--- config.mk ---
export PLATFORM = sky130hd
export DESIGN_NAME = ssd_scroller
export DESIGN_NICKNAME = d
export VERILOG_FILES = /design/src/rtl/ssd_scroller.sv
export SDC_FILE = /design/constraint.sdc
export NUM_CORES = 1
export LEC_CHECK = 0
export CORE_MARGIN = 2
export CORE_UTILIZATION = 45
export CTS_BUF_LIST = sky130_fd_sc_hd__clkbuf_4 sky130_fd_sc_hd__clkbuf_8
export DETAILED_ROUTE_END_ITERATION = 8
export SLEW_MARGIN = 10
export SYNTH_ARGS = -nofsm -noshare
export SYNTH_HDL_FRONTEND = slang
export SYNTH_SLANG_ARGS = --single-unit
--- constraint.sdc ---
create_clock -name clk -period 5.05 [get_ports clk]
set_input_delay 0.505 -clock clk [delete_from_list [all_inputs] [get_ports clk]]
set_output_delay 0.505 -clock clk [all_outputs]
set_load 0.01 [all_outputs]
--- src/rtl/ssd_scroller.sv ---
// Buffers 5-bit character codes and scrolls them right-to-left over two SSD digits.
// Define SSD_SCROLL_LOOP_EN to add the loop_en port for continuous looping.
module ssd_scroller #(
   parameter int unsigned   CLK_INPUT_FREQ_HZ = 100_000_000,
   parameter int unsigned   SCROLL_FREQ_HZ    = 4,
   parameter int unsigned   DEPTH             = 16,
   parameter logic [4:0]    BLANK_CODE        = 5'h1F,
   parameter bit            SIMULATE          = 1'b1
) (
   input  logic       clk,
   input  logic       reset,
   input  logic       wr_valid,
   input  logic [4:0] wr_data,
   output logic       wr_ready,
   input  logic       start,
   input  logic       abort,
`ifdef SSD_SCROLL_LOOP_EN
   input  logic       loop_en,
`endif
   output logic       busy,
   output logic       done,
   output logic [4:0] digit1,
   output logic [4:0] digit0
);

   localparam int unsigned PERIOD =
      SIMULATE ? 4 : CLK_INPUT_FREQ_HZ / SCROLL_FREQ_HZ;
   localparam int unsigned TW = (PERIOD > 1) ? $clog2(PERIOD) : 1;
   localparam int unsigned AW = $clog2(DEPTH);
   localparam int unsigned CW = AW + 1;

   typedef enum logic [1:0] {
      IDLE,
      SCROLL,
      DRAIN
   } state_t;

   state_t          state;
   logic [CW-1:0]   count;
   logic [AW-1:0]   rd_idx;
   logic [TW-1:0]   tick_cnt;
   logic            drain_cnt;
   logic            gap;
   logic [4:0]      mem [DEPTH];

   logic            wr_fire;
   logic [CW-1:0]   count_nxt;
   logic            tick;
   logic            last;
   logic            loop_req;

`ifdef SSD_SCROLL_LOOP_EN
   assign loop_req = loop_en;
`else
   assign loop_req = 1'b0;
`endif

   assign wr_fire   = wr_valid && wr_ready;
   assign count_nxt = count + CW'(wr_fire);
   assign tick      = (tick_cnt == '0);
   assign last      = ({1'b0, rd_idx} == count - CW'(1));

   // Buffer storage carries no reset; count alone defines valid entries.
   always_ff @(posedge clk) begin
      if (wr_fire)
         mem[count[AW-1:0]] <= wr_data;
   end

   always_ff @(posedge clk or negedge reset) begin
      if (!reset) begin
         state     <= IDLE;
         count     <= '0;
         rd_idx    <= '0;
         tick_cnt  <= '0;
         drain_cnt <= 1'b0;
         gap       <= 1'b0;
         digit1    <= BLANK_CODE;
         digit0    <= BLANK_CODE;
         busy      <= 1'b0;
         done      <= 1'b0;
         wr_ready  <= 1'b1;
      end else begin
         done <= 1'b0;
         unique case (state)
            IDLE: begin
               if (abort) begin
                  count    <= '0;
                  wr_ready <= 1'b1;
               end else begin
                  count <= count_nxt;
                  if (start && (count_nxt != '0)) begin
                     state     <= SCROLL;
                     busy      <= 1'b1;
                     wr_ready  <= 1'b0;
                     tick_cnt  <= '0;
                     rd_idx    <= '0;
                     drain_cnt <= 1'b0;
                     gap       <= 1'b0;
                  end else begin
                     wr_ready <= (count_nxt < CW'(DEPTH));
                  end
               end
            end
            SCROLL, DRAIN: begin
               if (abort) begin
                  state    <= IDLE;
                  digit1   <= BLANK_CODE;
                  digit0   <= BLANK_CODE;
                  count    <= '0;
                  rd_idx   <= '0;
                  gap      <= 1'b0;
                  busy     <= 1'b0;
                  wr_ready <= 1'b1;
               end else begin
                  tick_cnt <= (tick_cnt == TW'(PERIOD - 1)) ?
                              '0 : tick_cnt + TW'(1);
                  if (tick) begin
                     digit1 <= digit0;
                     if (state == DRAIN) begin
                        digit0    <= BLANK_CODE;
                        drain_cnt <= 1'b1;
                        if (drain_cnt) begin
                           state    <= IDLE;
                           done     <= 1'b1;
                           count    <= '0;
                           rd_idx   <= '0;
                           busy     <= 1'b0;
                           wr_ready <= 1'b1;
                        end
                     end else if (gap) begin
                        // One blank between loop passes, then restart at entry 0.
                        digit0 <= BLANK_CODE;
                        gap    <= 1'b0;
                        rd_idx <= '0;
                     end else begin
                        digit0 <= mem[rd_idx];
                        rd_idx <= rd_idx + AW'(1);
                        if (last) begin
                           if (loop_req)
                              gap <= 1'b1;
                           else begin
                              state     <= DRAIN;
                              drain_cnt <= 1'b0;
                           end
                        end
                     end
                  end
               end
            end
            default: state <= IDLE;
         endcase
      end
   end

endmodule

# Word-level counts from Yosys, hierarchy flattened
# Memories as Yosys holds them, arrays and structs flattened.
# Index checks and enable logic that the tools add are counted.
op_classes:
  addsub: 4
  order_cmp: 1
  n_eq_ne: 17
  muxes: 67
  reduce_logical: 16
ops:
  columns: ["op", "n"]
  rows:
  - ["2-to-1 mux 5 bit", 11]
  - ["2-to-1 mux 1 bit", 29]
  - ["2-to-1 mux 4 bit", 7]
  - ["2-to-1 mux 2 bit", 12]
  - ["!= test 3 bit, second input constant", 6]
  - ["!= test 4 bit, second input constant", 3]
  - ["AND reduction 6 bit", 2]
  - ["case mux 5 bit (2 select lines)", 1]
  - ["AND reduction 5 bit", 2]
  - ["!= test 2 bit, second input constant", 4]
  - ["case mux 1 bit (2 select lines)", 4]
  - ["case mux 2 bit (2 select lines)", 2]
  - ["case mux 4 bit (2 select lines)", 1]
  - ["AND reduction 4 bit", 2]
  - ["AND reduction 7 bit", 1]
  - ["adder 5 x 1 -> 5 bit", 1]
  - ["== test 4 x 5 -> 1 bit", 1]
  - ["< comparator 5 bit, second input constant", 1]
  - ["nonzero test 5 bit", 1]
  - ["subtractor 5 x 1 -> 5 bit, second input constant", 1]
  - ["adder 4 x 1 -> 4 bit, second input constant", 1]
  - ["== test 2 bit, second input constant", 2]
  - ["logical NOT 2 bit", 2]
  - ["nonzero test 2 bit", 2]
  - ["5 further kinds", 6]
word_totals:
  regBits: 28
  ram_bits: 80
  out_inout_bits: 13
  elab_cells: 117
  memories: 1
mem_list:
  columns: ["name", "depth", "word_bits", "rd", "rd_clocked_by_memory_dff", "wr", "line_no", "rtl"]
  rows:
  - ["mem", 16, 5, 1, 0, 1, "44", "logic [4:0] mem [DEPTH];"]

# Depth between registers and ports, before layout
# Gate-level depths: netlist of the first run.
logic_depth:
  word_depth: 8
  ltp_mapped: 11
  ltp_nobuf: 8

# Worst setup path before layout of the first run
# No wires, ideal clock.
synth_timing:
  kind: "reg2reg"
  start: "register wr_ready"
  end: "register state[1]"
  setup_ns: 0.128
  arrival_time_ns: 2.436
  required_time_ns: 4.922
  path_slack_ns: 2.486
  path_stages_with_launch: 11
  path_buffers: 2
  period_less_slack_ns: 2.564
  cell_sequence: "dfstp_2 -> and2_1 -> clkbuf_1 -> ha_1 -> ha_1 -> buf_2 -> nor4bb_1 -> nor2_1 -> a221oi_4 -> nor3_2 -> mux2_1"
synth_between:
  elab_chain_cells: 6
synth_lines:
  columns: ["element", "line_no", "rtl"]
  rows:
  - ["from (decl)", "14", "output logic wr_ready,"]
  - ["from (signal assigned)", "100", "wr_ready <= (count_nxt < CW'(DEPTH));"]
  - ["logical AND 1 bit", "58", "assign wr_fire = wr_valid && wr_ready;"]
  - ["adder 5 x 1 -> 5 bit", "59", "assign count_nxt = count + CW'(wr_fire);"]
  - ["nonzero test 5 bit", "91", "if (start && (count_nxt != '0)) begin"]
  - ["logical AND 1 bit", "91", null]
  - ["!= test 2 bit (no line)", null, null]
  - ["AND reduction 6 bit (no line)", null, null]
  - ["to (signal assigned)", "92", "state <= SCROLL;"]
  - ["to (signal assigned)", "106", "state <= IDLE;"]
  - ["to (signal assigned)", "123", "state <= IDLE;"]
  - ["to (decl)", "38", "state_t state;"]
# Every way passes these cells.
# A chain may end at the register's enable or synchronous reset.

# Final worst setup path of the first run
layout_timing:
  start: "input wr_valid"
  end: "register rd_idx[3]"
layout_between:
  elab_chain_cells: 6
layout_lines:
  columns: ["element", "line_no", "rtl"]
  rows:
  - ["from (decl)", "12", "input logic wr_valid,"]
  - ["logical AND 1 bit", "58", null]
  - ["adder 5 x 1 -> 5 bit", "59", null]
  - ["nonzero test 5 bit", "91", null]
  - ["logical AND 1 bit", "91", null]
  - ["!= test 2 bit (no line)", null, null]
  - ["AND reduction 5 bit (no line)", null, null]
  - ["to (signal assigned)", "137", "rd_idx <= rd_idx + AW'(1);"]
  - ["to (decl)", "40", "logic [AW-1:0] rd_idx;"]
# Every way passes these cells.

==> parameters.txt, run 1 <==
Parameter                              Value

Clocking
  Clock Sinks    107
  Clock input transition at the sequential cells of the worst setup and hold paths    around 0.10 ns
  H-tree depth    3
  Post-CTS Setup Repair Bufs    0
  Clock root cell    clkbuf_8
  TritonCTS clock tree    done
  Clock Path Buffers    2
  Insertion delay to the later sink of the worst-skew pair    ~0.37 ns
  Cts repair resizes    0
  Number of CTS-inserted buffers    9
  Hold-fix buffers at CTS    0

Timing
  Setup tns final    0 ns
  Unrepaired setup endpoints after global routing    false
  Rel. slew slack    between 30% and 40%
  Minimum period implied by the final worst setup slack    between 2 and 3 ns
  Worst clock skew    about 0.0097 ns
  Share of the cycle needed by the critical path after routing    56.2%
  Max Slew Vio Count    0
  Setup Viol. Count Final    0
  Number of hold violations in the final report    0
  Actual transition at the worst max-transition pin    between 0.8 and 0.9 ns
  Highest clock frequency the design can meet    around 350 MHz
  Hold slack final    about 0.47 ns

Route
  Routed WL    9.61 mm
  First-pass DRT Iterations    4
  Vias post-DR    between 2000 and 3000
  Drt via density    5.83
  Antenna Nets Post-Route    0
  Average wire per cell in the routed design    20.6 um
  Final routed DRC violation total    0
  Iter 0 DRT Violations    160

Global routing
  Met2 layer usage reported by global route    roughly 28%
  Largest net degree at the start of global routing    28
  Number of global-route vias before repair    2637
  Met3 global-route usage    under 10%
  Total congestion overflow after global routing    0
  First-pass GRT wire length    roughly 15 mm
  Routing usage on met1    24.6%
  Total global routing track utilization    roughly 18%
  Routing layer with the top usage in global route    met2
  Number of antenna violations at the first check in global routing    0

Logic synthesis
  Multiplexer share of the synthesized area    between 10% and 20%
  Area share of xor/xnor cells in the synthesized design    under 10%
  Total standard cell area after synthesis    slightly below 0.005 mm^2
  Synth Area in Compound Gates    7.84%
  Synthesis warning total    0
  Number of storage elements in the synthesis netlist    approximately 110
  Cells after synthesis    just over 300
  Post-synth cell types    52
  Area share of and/or/nand/nor cells after synthesis    under 10%
  Most area-consuming cells after synthesis    edfxtp_1 49%, dfrtp_1 8.2%, mux4_2 7.9%, dfstp_2 5.9%, mux4_1 4.3%
  Area fraction of the dominant cell type after synthesis    about half
  Net Count, Synth    around 330
  Top flip-flop cell by instance count after synthesis    edfxtp_1
  Number of synthesized flops with an enable pin    80
  Sequential area share after synthesis    63.5%
  Top cells by count, synth    80 x edfxtp_1, 22 x nor2_1, 17 x mux4_2
  Post-synthesis async set-or-reset flop share    between 20% and 30%
  Yosys top cell by area    edfxtp_1
  Adder-Cell Fraction of Synth Area    around 3.6%
  Largest family of logic cells by synthesized area    multiplexers
  Avg Inst Size Synth    roughly 16 um^2
  Most common cell in the synthesized netlist    edfxtp_1

Floorplanning
  Number of top-level pins    23
  # rows    37
  Starting utilization of the core area    between 40% and 50%
  Width of the die    approximately 110 um
  Die extent in y    108 um
  Core region area    between 0.01 and 0.015 mm^2
  Total Die Area    between 0.01 and 0.015 mm^2

Hold path
  Number of cells on the worst hold path    2
  Critical hold path startpoint    wr_ready$_DFFE_PN1P_
  Min-Delay Endpoint    wr_ready$_DFFE_PN1P_
  Worst hold path type    reg -> reg

Setup path
  Category of the worst setup path capture point    flip-flop
  Largest incremental delay on the critical path    between 0.4 and 0.5 ns
  Launching element type of the critical path    primary input
  Setup CP Type    in -> reg
  Critical path, cell by cell    clkdlybuf4s50_1 -> and2_1 -> ha_1 -> ha_1 -> nor4bb_1 -> nor2_1 -> a221oi_4 -> or2_1 -> o221ai_1
  FF-to-FF End    rd_idx[3]$_DFFE_PN0P_
  Highest net fanout along the worst path    9
  CP most frequent cell    ha_1
  Critical path arrival    roughly 3 ns
  Required time of the worst setup path    5.29 ns
  Origin of the worst setup path    wr_valid
  Worst reg2reg startpoint    wr_ready$_DFFE_PN1P_
  Slack of the worst reg-to-reg path    approximately 2.3 ns
  Worst R2R Path Depth    8
  Crit path max-delay cell type    a221oi_4

Layout
  Layout cells sized above 1    approximately 15%
  Number of nets in the layout    350
  Area added between synthesis and finish    10.2%
  N_diodes    0

Run
  Total of max-cap violations    0

Place
  Gp weighted congestion    a little over 0.7
  Port Buffers    22
  Half-perimeter wire length after placement    just over 6 mm

Pwr
  Leakage dissipation    between 1.5 and 2 nW
  Power density of the placed cells    between 400 and 500 mW/mm^2
  IR Drop Worst-Case VDD    approximately 0.23 mV

Status
  Status    finished clean
## layout by cell type (no fill, tap or decap), types with 2 or more instances in the layout
master,instances
a21oi_1,3
a22o_1,3
a31oi_1,2
buf_4,3
clkbuf_8,9
clkdlybuf4s50_1,22
clkinv_4,2
dfrtp_1,16
dfstp_2,11
edfxtp_1,80
ha_1,14
inv_1,14
mux2i_1,3
mux4_1,8
mux4_2,17
nand2_1,15
nand2b_1,3
nand3_1,5
nor2_1,22
nor2b_1,2
nor3_1,12
nor3b_1,2
o21a_1,2
o21ai_0,3
o21ai_1,4
o221ai_1,2
o22a_1,15
o31ai_1,5
or4_1,2
xnor2_1,5
## worst max-delay path: cells and delay by family
kind / cells / cell delay (ns)
adder cells (fa/ha/maj): 2 / 0.54
AND/OR/NAND/NOR: 4 / 0.93
AO/OA/AOI/OAI: 2 / 0.63
buffers and inverters: 1 / 0.45
## per-layer routing
metal,wire length [um],part of all wire (%)
met2,4630,48
met3,396,4.1
met5,0,0
met4,104,1.1
met1,4470,47
## cell families (layout without fill, tap and decap cells)
group | count (synthesis) | in the layout
adder cells (fa/ha/maj) | 14 | 14
buffers and inverters | 35 | 56
AO/OA/AOI/OAI | 48 | 48
multiplexers | 29 | 29
AND/OR/NAND/NOR | 70 | 70
flip-flops | 107 | 107
XOR/XNOR | 7 | 7
## registers in the layout, indices dropped and copies added, names as in the netlist, 2 cells and up
name      cells
count         5
digit0        5
digit1        5
mem          80
rd_idx        4
state         2
tick_cnt      2
## power by group
| part | total (mW) | switching, mW | internal [mW] | leakage, nW |
|---|---|---|---|---|
| Combinational | 0.922 | 0.498 | 0.423 | 0.660 |
| Clock | 0.512 | 0.316 | 0.196 | 0.0952 |
| Sequential | 1.11 | 0.0588 | 1.05 | 1.05 |
## layout make-up
| class | count | area (um^2) |
|---|---|---|
| sequential | 107 | 3090 |
| timing repair buffer | 25 | 243 |
| clock buffer | 10 | 131 |
| multi-input combinational | 168 | 1610 |
| inverter | 15 | 56.3 |
| clock inverter | 6 | 61.3 |
| tap | 136 | 170 |
| fill | 869 | 5050 |
## through the flow
| step | utilization [%] | setup slack [ns] | area (um^2) | total power, mW | std cells |
|---|---|---|---|---|---|
| after floorplan | - | 2.49 | 4870 | 1.81 | 310 |
| after global placement | 49.6 | 1.98 | 5170 | 2.03 | 451 |
| after detailed placement | 49.6 | 1.85 | 5170 | 2.05 | 451 |
| after CTS | 51.5 | 2.24 | 5360 | 2.55 | 467 |
| after global routing | 51.5 | 2.09 | 5360 | 2.68 | 467 |
| final | 51.5 | 2.21 | 5360 | 2.54 | 467 |
## worst max path at each step
stage | endpoint | slack, ns
after CTS | rd_idx[3]$_DFFE_PN0P_ | 2.24
after global routing | rd_idx[3]$_DFFE_PN0P_ | 2.09
after global placement | state[1]$_DFFE_PN0P_ | 1.98
after floorplan | state[1]$_DFFE_PN0P_ | 2.49
final | rd_idx[3]$_DFFE_PN0P_ | 2.21
after detailed placement | rd_idx[2]$_DFFE_PN0P_ | 1.85
Power figures use the tool's default switching activity.
==> run 2, diff against run 1 <==
clock period = 2.35 ns   (was 5.05 ns; I/O delays follow)
==> run 2 against run 1 <==
Die area stayed put; worst hold slack got worse by 0.26 ns; register-to-register slack worse by 2.1 ns; clock-buffer cell count stayed put; critical path depth unchanged; flip-flop and latch count is the same; utilization up 2.8 points; setup slack lost 2.1 ns; via count increased by 1.7%; total power is 130% higher; largest cell class unchanged; largest power group unchanged; highest routed layer unchanged.
==> parameters.txt, run 2 (same netlist as run 1, synthesis figures left out) <==
Parameter                              Value

Status
  Status    finished clean

Timing
  Number of hold violations in the final report    0 (unchanged)
  Max Slew Vio Count    0 (unchanged)
  Worst clock skew    0.0211 ns (+0.0113 ns)
  Highest clock frequency the design can meet    446 MHz
  Actual transition at the worst max-transition pin    0.662 ns (-0.237 ns)
  Setup Viol. Count Final    0 (unchanged)
  Minimum period implied by the final worst setup slack    between 2 and 2.5 ns
  Share of the cycle needed by the critical path after routing    a little over nine tenths
  Hold slack final    0.219 ns (-0.255 ns)
  Rel. slew slack    55.7% (+16 points)

Clocking
  Clock input transition at the sequential cells of the worst setup and hold paths    0.12 ns (+0.02 ns)
  Clock Sinks    107 (unchanged)
  Clock root cell    clkbuf_8
  TritonCTS clock tree    done
  Hold-fix buffers at CTS    0 (unchanged)
  Insertion delay to the later sink of the worst-skew pair    0.37 ns (about the same)
  Number of CTS-inserted buffers    9 (unchanged)
  H-tree depth    3 (unchanged)
  Clock Path Buffers    2 (unchanged)

Route
  Routed WL    9.51 mm (-0.98%)
  Drt via density    5.57 (-4.4%)
  Final routed DRC violation total    0 (unchanged)
  Iter 0 DRT Violations    192 (+20%)
  Antenna Nets Post-Route    0 (unchanged)
  Vias post-DR    2769 (+1.7%)
  First-pass DRT Iterations    4 (unchanged)
  Average wire per cell in the routed design    19.1 um (-7.0%)

Layout
  Commonest non-fill, non-tap cell in the layout    edfxtp_1
  Final core utilization    54.3% (+2.8 points)
  Layout cells sized above 1    24.4% (+9.0 points)
  Filler-free cell count of the finished design    497 (+6.4%)
  Number of nets in the layout    380 (+8.6%)
  Most frequent cells in the layout    80 x edfxtp_1, 30 x buf_4, 22 x nor2_1, 22 x clkdlybuf4s50_1, 17 x mux4_2
  Finished layout cell area    0.00566 mm^2 (+5.5%)
  Flip-flop count of the largest register, all copies and words added    80 (unchanged)
  Area added between synthesis and finish    16.3%
  N_diodes    0 (unchanged)

Pwr
  Power density of the placed cells    1010 mW/mm^2 (+110%)
  IR Drop Worst-Case VDD    0.813 mV (+250%)
  Final total power    5.73 mW (+130%)
  Leakage dissipation    1.98 nW (+9.4%)

Setup path
  Critical path, cell by cell    and2_4 -> ha_4 -> ha_4 -> nor3b_2 -> mux2i_2 -> a221oi_4 -> buf_6 -> nor3_2 -> mux2_1
  Worst reg2reg startpoint    wr_ready$_DFFE_PN1P_
  Highest net fanout along the worst path    7 (-2)
  Required time of the worst setup path    2.62 ns (-2.67 ns)
  Worst R2R Path Depth    9 (+1)
  Setup CP Type    reg -> reg
  Largest incremental delay on the critical path    0.55 ns (+0.07 ns)
  CP most frequent cell    ha_4
  Number of buffer and inverter stages on the critical path    1 (unchanged)
  Category of the worst setup path capture point    flip-flop
  Critical path arrival    2.51 ns (-0.56 ns)
  Top delay family on crit path    flip-flops
  FF-to-FF End    state[1]$_DFFE_PN0P_
  Slack of the worst reg-to-reg path    0.11 ns (-2.14 ns)
  Crit path max-delay cell type    dfstp_2
  Launching element type of the critical path    flip-flop

Global routing
  First-pass GRT wire length    15.4 mm (+2.9%)
  Total congestion overflow after global routing    0 (unchanged)
  Largest net degree at the start of global routing    28 (unchanged)
  Total global routing track utilization    17.8% (+0.23 points)
  Number of global-route vias before repair    2824 (+7.1%)
  Number of antenna violations at the first check in global routing    0 (unchanged)

Floorplanning
  Number of top-level pins    23 (unchanged)
  Starting utilization of the core area    46.7% (unchanged)
  Die extent in y    108 um (unchanged)
  Width of the die    108 um (unchanged)
  Core region area    0.0104 mm^2 (unchanged)
  # rows    37 (unchanged)
  Total Die Area    0.0117 mm^2 (unchanged)

Run
  Total of max-cap violations    0 (unchanged)

Place
  Half-perimeter wire length after placement    6.44 mm (+3.7%)
  Placed cell areas    0.00544 mm^2 (+5.3%)
  Port Buffers    22 (unchanged)
  Gp weighted congestion    0.778 (+9.5%)
  Cell count after placement    480 (+6.4%)

Hold path
  Worst hold path type    in -> async
==> run 2: final cells by class <==
cell class	instances	area, um^2
fill	858	4760
sequential	107	3090
multi-input combinational	168	1650
timing repair buffer	55	497
tap	136	170
clock buffer	10	131
clock inverter	6	60.1
inverter	15	56.3
==> run 2: where the power goes <==
group	internal, mW	leakage (nW)	switching [mW]
clock	0.420	0.0912	0.662
sequential	2.26	1.05	0.120
combinational	1.14	0.833	1.13
total	3.82	1.98	1.91
==> run 2: how the worst max path moves through the flow <==
stage	slack (ns)	startpoint	endpoint	cells past startpoint
floorplan	0.004	wr_ready$_DFFE_PN1P_	state[1]$_DFFE_PN0P_	9
global placement	-0.14	wr_valid	rd_idx[3]$_DFFE_PN0P_	9
detailed placement	-0.20	wr_valid	rd_idx[2]$_DFFE_PN0P_	9
CTS	0.03	wr_ready$_DFFE_PN1P_	state[1]$_DFFE_PN0P_	8
global route	-0.03	wr_ready$_DFFE_PN1P_	state[1]$_DFFE_PN0P_	9
finish	0.11	wr_ready$_DFFE_PN1P_	state[1]$_DFFE_PN0P_	9
==> run 2: repair_timing <==
action | in CTS | in global routing
gates resized for setup | 4 | 1
pin swaps | 1 | 1
endpoints found under the setup margin | 4 | 5
buffers inserted | 0 | 1
==> run 2: through the flow <==
| step | setup TNS, ns | setup slack, ns |
|---|---|---|
| floorplan | 0 | 0.00406 |
| global placement | -1.07 | -0.145 |
| detailed placement | -1.45 | -0.196 |
| CTS | 0 | 0.0269 |
| global route | -0.0537 | -0.0259 |
| finish | 0 | 0.106 |
==> run 2: layer usage <==
metal / share of wire, % / up-vias / track usage (%)
li1: - / 1295 / -
met1: 46 / 1409 / 24.7
met2: 49 / 59 / 28.7
met3: 4.5 / 6 / 3.38
met4: 0.83 / 0 / 5.77
met5: 0 / - / 0
